$ cat config.mk
export PLATFORM = sky130hd
export DESIGN_NAME = edge_capture_unit
export DESIGN_NICKNAME = d
export VERILOG_FILES = /design/src/rtl/edge_capture_unit.sv
export SDC_FILE = /design/constraint.sdc
export NUM_CORES = 1
export LEC_CHECK = 0
export CORE_UTILIZATION = 51
export DETAILED_ROUTE_END_ITERATION = 8
export PLACE_DENSITY = 0.78
export SYNTH_ARGS = -nofsm -noshare
export SYNTH_HDL_FRONTEND = slang
export SYNTH_SLANG_ARGS = --single-unit
$ cat constraint.sdc
create_clock -name clk_i -period 5.95 [get_ports clk_i]
set_input_delay 1.19 -clock clk_i [delete_from_list [all_inputs] [get_ports clk_i]]
set_output_delay 1.19 -clock clk_i [all_outputs]
set_load 0.005 [all_outputs]
$ cat src/rtl/edge_capture_unit.sv
// Multi-channel edge capture: per-channel synchroniser, glitch filter, qualified
// edge pulse, sticky flag and saturating event counter.
module edge_capture_unit #(
  parameter int unsigned NB_CHANNELS   = 10,
  parameter int unsigned SYNC_STAGES   = 2,
  parameter int unsigned FILTER_CYCLES = 4,
  parameter int unsigned CNT_W         = 8
) (
  input  logic                         clk_i,
  input  logic                         rst_i,
  input  logic                         clr_i,
  input  logic [NB_CHANNELS-1:0]       sig_i,
  input  logic [2*NB_CHANNELS-1:0]     mode_i,
  input  logic [NB_CHANNELS-1:0]       clr_ch_i,
  output logic [NB_CHANNELS-1:0]       level_o,
  output logic [NB_CHANNELS-1:0]       edge_pulse_o,
  output logic [NB_CHANNELS-1:0]       edge_flag_o,
  output logic [NB_CHANNELS*CNT_W-1:0] edge_cnt_o,
  output logic                         any_flag_o
);

  localparam int unsigned      FLT_MAX  = (FILTER_CYCLES < 1) ? 1 : FILTER_CYCLES;
  localparam int unsigned      FLT_W    = (FLT_MAX <= 1) ? 1 : $clog2(FLT_MAX);
  localparam logic [FLT_W-1:0] FLT_LAST = FLT_W'(FLT_MAX - 1);
  localparam logic [FLT_W-1:0] FLT_ONE  = FLT_W'(1);
  localparam logic [CNT_W-1:0] CNT_SAT  = '1;
  localparam logic [CNT_W-1:0] CNT_ONE  = CNT_W'(1);

  logic [NB_CHANNELS-1:0] synced;
  logic [NB_CHANNELS-1:0] toggle;
  logic [NB_CHANNELS-1:0] qual;
  logic [NB_CHANNELS-1:0] clear;
  logic [FLT_W-1:0]       flt_cnt [NB_CHANNELS];
  logic [CNT_W-1:0]       ev_cnt  [NB_CHANNELS];

  generate
    if (SYNC_STAGES == 0) begin : g_nosync
      assign synced = sig_i;
    end else begin : g_sync
      logic [NB_CHANNELS-1:0] sync_q [SYNC_STAGES];

      always_ff @(posedge clk_i or posedge rst_i) begin
        if (rst_i) begin
          for (int unsigned s = 0; s < SYNC_STAGES; s++) begin
            sync_q[s] <= '0;
          end
        end else begin
          sync_q[0] <= sig_i;
          for (int unsigned s = 1; s < SYNC_STAGES; s++) begin
            sync_q[s] <= sync_q[s-1];
          end
        end
      end

      assign synced = sync_q[SYNC_STAGES-1];
    end
  endgenerate

  // A toggle is decided on the edge where the mismatch has persisted long
  // enough; direction is taken from the level before that edge.
  always_comb begin
    toggle = '0;
    qual   = '0;
    for (int unsigned i = 0; i < NB_CHANNELS; i++) begin
      toggle[i] = (synced[i] != level_o[i]) && (flt_cnt[i] == FLT_LAST);
      qual[i]   = toggle[i] && (level_o[i] ? mode_i[2*i+1] : mode_i[2*i]);
    end
  end

  assign clear = clr_ch_i | {NB_CHANNELS{clr_i}};

  always_ff @(posedge clk_i or posedge rst_i) begin
    if (rst_i) begin
      level_o <= '0;
      for (int unsigned i = 0; i < NB_CHANNELS; i++) begin
        flt_cnt[i] <= '0;
      end
    end else begin
      for (int unsigned i = 0; i < NB_CHANNELS; i++) begin
        if ((synced[i] == level_o[i]) || toggle[i]) begin
          flt_cnt[i] <= '0;
        end else begin
          flt_cnt[i] <= flt_cnt[i] + FLT_ONE;
        end
      end
      level_o <= level_o ^ toggle;
    end
  end

  // An event on the same edge as a clear wins and restarts the count at one.
  always_ff @(posedge clk_i or posedge rst_i) begin
    if (rst_i) begin
      edge_pulse_o <= '0;
      edge_flag_o  <= '0;
      for (int unsigned i = 0; i < NB_CHANNELS; i++) begin
        ev_cnt[i] <= '0;
      end
    end else begin
      edge_pulse_o <= qual;
      for (int unsigned i = 0; i < NB_CHANNELS; i++) begin
        if (qual[i]) begin
          edge_flag_o[i] <= 1'b1;
          if (clear[i]) begin
            ev_cnt[i] <= CNT_ONE;
          end else if (ev_cnt[i] != CNT_SAT) begin
            ev_cnt[i] <= ev_cnt[i] + CNT_ONE;
          end
        end else if (clear[i]) begin
          edge_flag_o[i] <= 1'b0;
          ev_cnt[i]      <= '0;
        end
      end
    end
  end

  always_comb begin
    edge_cnt_o = '0;
    for (int unsigned i = 0; i < NB_CHANNELS; i++) begin
      edge_cnt_o[CNT_W*i +: CNT_W] = ev_cnt[i];
    end
  end

  assign any_flag_o = |edge_flag_o;

endmodule

Word level (Yosys, flattened, before mapping)
Cells that the tools add are included.
{"block": "op_classes", "addsub": 20, "eq_ne": 40, "reduce_logical": 61, "n_mux": 80, "bitwise": 2}
{"operator": "$mux W8", "n": 40}
{"operator": "$add A8 B1 Y8 const B", "n": 10}
{"operator": "$ne A8 B8 Y1 const B", "n": 10}
{"operator": "$reduce_bool A2 Y1", "n": 20}
{"operator": "$mux W1", "n": 30}
{"operator": "$add A2 B1 Y2 const B", "n": 10}
{"operator": "$eq A2 B2 Y1 const B", "n": 10}
{"operator": "$logic_and A1 B1 Y1", "n": 20}
{"operator": "$mux W2", "n": 10}
{"operator": "$reduce_and A2 Y1", "n": 10}
{"operator": "$eq A1 B1 Y1", "n": 10}
{"operator": "$logic_or A1 B1 Y1", "n": 10}
{"operator": "$ne A1 B1 Y1", "n": 10}
{"operator": "$or A10 B10 Y10", "n": 1}
{"operator": "$reduce_or A10 Y1", "n": 1}
{"operator": "$xor A10 B10 Y10", "n": 1}
{"block": "totals", "reg_bits": 150, "input_bits": 43}

Depth between registers and ports, before layout
{"block": "logic_depth", "depth_word": 5, "mapped_depth": 7, "ltp_nobuf": 6}

Least setup slack after synthesis
OpenSTA, ideal clock, no wires.
{"block": "synth_timing", "path_kind": "input port to flip-flop", "from": "input port mode_i[3]", "to": "register ev_cnt, in the netlist edge_cnt_o[15]", "setup_slack_ns": 3.678, "arrival_time_ns": 2.195, "n_path_buf": 1, "setup_ns": 0.077, "cell_stages": 5, "cell_sequence": "and4b_1 nor2_1 buf_2 or4_1 a21oi_1"}
{"block": "synth_between", "elab_chain_cells": 4}
{"item": "from (decl)", "line_no": "13", "rtl": "input logic [2*NB_CHANNELS-1:0] mode_i,"}
{"item": "$mux W1 *", "line_no": "66", "rtl": "qual[i] = toggle[i] && (level_o[i] ? mode_i[2*i+1] : mode_i[2*i]);"}
{"item": "$logic_and A1 B1 Y1 *", "line_no": "66"}
{"item": "$reduce_bool A2 Y1 (no source line)"}
{"item": "$reduce_and A2 Y1 (no source line)"}
{"item": "to (signal, indexed assignment)", "line_no": "106", "rtl": "ev_cnt[i] <= ev_cnt[i] + CNT_ONE;"}
{"item": "to (decl)", "line_no": "34", "rtl": "logic [CNT_W-1:0] ev_cnt [NB_CHANNELS];"}
Every way passes the cells marked *; elsewhere a longest branch is shown, timed or not.
A chain may end at the register's enable or synchronous reset.

Worst setup path after layout
{"block": "layout_timing", "from": "register edge_flag_o[9]", "to": "output port any_flag_o"}
{"block": "layout_between", "elab_chain_cells": 1}
{"item": "from (decl)", "line_no": "17", "rtl": "output logic [NB_CHANNELS-1:0] edge_flag_o,"}
{"item": "from (signal assigned)", "line_no": "94", "rtl": "edge_flag_o <= '0;"}
{"item": "from (signal, indexed assignment)", "line_no": "102", "rtl": "edge_flag_o[i] <= 1'b1;"}
{"item": "from (signal, indexed assignment)", "line_no": "109", "rtl": "edge_flag_o[i] <= 1'b0;"}
{"item": "$reduce_or A10 Y1", "line_no": "123", "rtl": "assign any_flag_o = |edge_flag_o;"}
{"item": "to (decl)", "line_no": "19", "rtl": "output logic any_flag_o"}
No other way between the ends.

==> reports/results.txt <==
Outcome: finished clean
R2r endpoint: edge_cnt_o[64]$_DFFE_PP0P_
Total power: 2773 uW
I/O Pins: 154
Row count: 43
Leak Pwr: 0.003976 uW
Top_reg_cell synth: dfrtp_1
1st-iter DRT viols: 559
Worst-path clk slew: 60 ps
Distinct cells, synth: 56
Seq pwr share: 44.2%
Switching part of the total: 24.31%
P_int: 2099 uW
Clock buffer depth: 2
H-tree depth: 4
Pin slew with the least headroom to its limit: 1064 ps
Net count, final: 900
CTS tree: done
Width of the die: 120.9 microns
Buf/Inv on CP: 1
RR Startpoint: flt_cnt[2]$_DFF_PP0_
Pin count of the biggest net entering global routing: 108
Setup violators final: 0
Total grt overflow: 0
Vias in the first global route: 5,996
Ys async rst share: 100.0%
Critical Path Fanout Max: 3
Total count of hold-check failures in the final report: 0
Crit. path cell count: 3
Ordered list of cells on the worst path: nor4_1, nand3_1, clkdlybuf4s50_1
Final wirelength: 17.35 mm
First-pass GRT wire length: 28.52 mm
Clock network power share: 40.2%
Gate power share: 15.5%
Crit path DAT: 1850 ps
Area grow syn2layout: 31.69%
Pwr/cell area: 292.3 mW/mm^2
Max incr delay on CP: 500 ps
Max-cap viol count: 0
Post-CTS Resized: 0
Root Buffer: clkbuf_16
Initial antenna violation count: 0
Top Family by Delay on Critical Path: simple AND/OR/NAND/NOR gates
CTS sink count: 150
Sw Pwr: 674.1 uW
Fillers: 1,005
Max Slew Vio Count: 0
Vias per cell: 6.062
Setup Buffers After CTS: 0
FF-to-FF path depth: 6
Diode count: 0
Fmax: 329.1 MHz
Total CTS buffers: 17
Synth Warn #: 0
Routed len/inst: 16.86 microns
First-pass iteration count of the detailed router: 5
Hold Crit Class: register to register
Setup TNS: 0 ps
Slowest-stage cell, CP: clkdlybuf4s50_1
Share of post-route cells with drive strength above 1: 6.714%
Fin crit share: 51.07%
Remaining DRCs: 0
Total core area: 0.01383 sq mm
Synthesized Nets: 748
Crit path launch type: register
Worst vdd ir: 0.1718 mV
Post-Syn Area: 0.007206 sq mm
Critical Path End: any_flag_o
Port Buffers: 153
Initial Util: 52.11%
Post-layout min period: 3039 ps
Hold-fix buffers, CTS: 0
Layout Skew: 4.083 ps
Die area: 0.01461 sq mm
Max-Slew Margin vs Limit: 28.82%
Worst path required time: 4760 ps
Flops & latches, synth: 150
Via count: 6,238
Post-route ant nets: 0
Die H: 120.9 microns
RSZ-0062 raised after global routing: false
CP Class: register to primary output
Total GRT Usage: 24.57%
Synth Area per Inst: 10.52 sq um
Worst Setup SP: edge_flag_o[9]$_DFFE_PP0P_
Sequential area share after synthesis: 52.09%
Synth Instances: 685
Clk_lat worst skew: 420 ps
Post-DP HPWL: 12.00 mm
EDFF count, synth: 0
Critical path endpoint category: primary output
Worst R2R Setup Slack: 3630 ps
RD Place Congestion: 0.8739
[worst register-to-register path, cell delays in order, from the launching register on]
cell and delay [ps]:
dfrtp_1 380, ha_1 260, and4b_1 200, a31oi_1 770
inv_1 270, nand2_1 150, o311ai_0 120
[synthesized netlist by cell type, drive strengths merged, types with 10 or more instances]
library cell	number	area, sq um
nor3	18	90.09
ha	20	250.2
a21oi	44	220.2
dfrtp	150	3754
nand4	13	81.33
nand3	28	140.1
o211ai	12	90.09
nand2b	16	100.1
o311ai	15	131.4
or3	13	81.33
a31oi	12	75.07
o41ai	11	96.34
o21ai	17	85.08
o31ai	12	90.09
a211oi	31	232.7
or2	11	68.82
and4b	18	180.2
clkbuf	15	57.55
or4	10	75.07
nand2	54	202.7
and4	10	92.59
and3	13	86.33
inv	23	86.34
mux2	10	112.6
nand4b	11	96.34
nor2	35	131.4
[final cells by class]
| cell class | instances | area (sq um) | area share (%) |
|---|---|---|---|
| Sequential cell | 150 | 3754 | 39.56 |
| Multi-Input combinational cell | 491 | 3267 | 34.43 |
| Timing Repair Buffer | 154 | 1539 | 16.22 |
| Clock buffer | 21 | 460.4 | 4.852 |
| Tap cell | 180 | 225.2 | 2.373 |
| Clock inverter | 10 | 152.6 | 1.609 |
| Inverter | 23 | 91.34 | 0.9626 |
[metrics by stage]
step / hold WS (ps) / worst slack (ps) / area (sq um) / std cells / utilization, %
finish: 347.5 / 2911 / 9489 / 1029 / 68.63
global route: 355.0 / 2792 / 9489 / 1029 / 68.63
CTS: 348.1 / 2851 / 9489 / 1029 / 68.63
detailed placement: 334.7 / 2484 / 8876 / 998 / 64.19
global placement: 332.5 / 2549 / 8876 / 998 / 64.19
floorplan: 331.2 / 723.6 / 7206 / 685 / -
[metal layers]
metal	track usage [%]	share of wire (%)	up-vias	routed length (microns)
met5	0	0	-	0
met4	9.259	1.9	0	326
met3	5.592	6.4	28	1103
met2	39.64	49	213	8475
met1	32.28	43	3046	7449
li1	-	-	2951	-
[registers in the layout, indices dropped and copies added, names as in the netlist, named ones only]
name           flops
edge_pulse_o      10
edge_cnt_o        80
flt_cnt           20
synced            10
g_sync.sync_q     10
edge_flag_o       10
[cell families after synthesis]
kind of cell             after synthesis  share of synthesized area (%)
AND/OR/NAND/NOR                      278                          22.52
XOR/XNOR                               4                         0.4861
flip-flops                           150                          52.09
multiplexers                          14                          2.118
adder cells (fa/ha/maj)               20                          3.473
AO/OA/AOI/OAI                        175                          16.74
buffers and inverters                 44                          2.570
[how the worst min path moves through the flow]
stage / endpoint / startpoint / cells after the start / slack [ps]
floorplan: synced[0]$_DFF_PP0_ / g_sync.sync_q[10]$_DFF_PP0_ / 0 / 330
global placement: synced[9]$_DFF_PP0_ / g_sync.sync_q[19]$_DFF_PP0_ / 0 / 330
detailed placement: synced[4]$_DFF_PP0_ / g_sync.sync_q[14]$_DFF_PP0_ / 0 / 330
CTS: synced[4]$_DFF_PP0_ / g_sync.sync_q[14]$_DFF_PP0_ / 0 / 350
global route: synced[4]$_DFF_PP0_ / g_sync.sync_q[14]$_DFF_PP0_ / 0 / 350
finish: synced[4]$_DFF_PP0_ / g_sync.sync_q[14]$_DFF_PP0_ / 0 / 350
[power groups by stage]
| stage | sequential (uW) | combinational, uW | clock (uW) |
|---|---|---|---|
| after floorplan | 1230 | 233 | 0 |
| after detailed placement | 1240 | 437 | 0 |
| after CTS | 1230 | 438 | 1130 |
| after global placement | 1230 | 416 | 0 |
| after global routing | 1240 | 484 | 1170 |
| final | 1230 | 430 | 1120 |
[layout by cell type (no fill, tap or decap), types with 6 or more instances in the layout]
cell	n
nand2b_1	16
o31ai_1	12
dfrtp_1	150
nor4_1	6
nand4b_1	11
o21ai_0	15
a211oi_1	31
a31oi_1	12
nand4_1	13
clkbuf_16	17
mux2_2	10
nor2_1	35
ha_1	20
clkdlybuf4s50_1	153
and2_1	7
or4_1	10
and4b_1	18
and3_1	12
o211ai_1	12
inv_1	20
a21oi_1	44
nand3b_1	8
and4_1	8
o311ai_0	14
or2_2	10
o41ai_1	11
or3_1	13
nor3_1	18
nand3_1	28
nand2_1	54
Note: power is estimated with default switching activity, not from simulation.
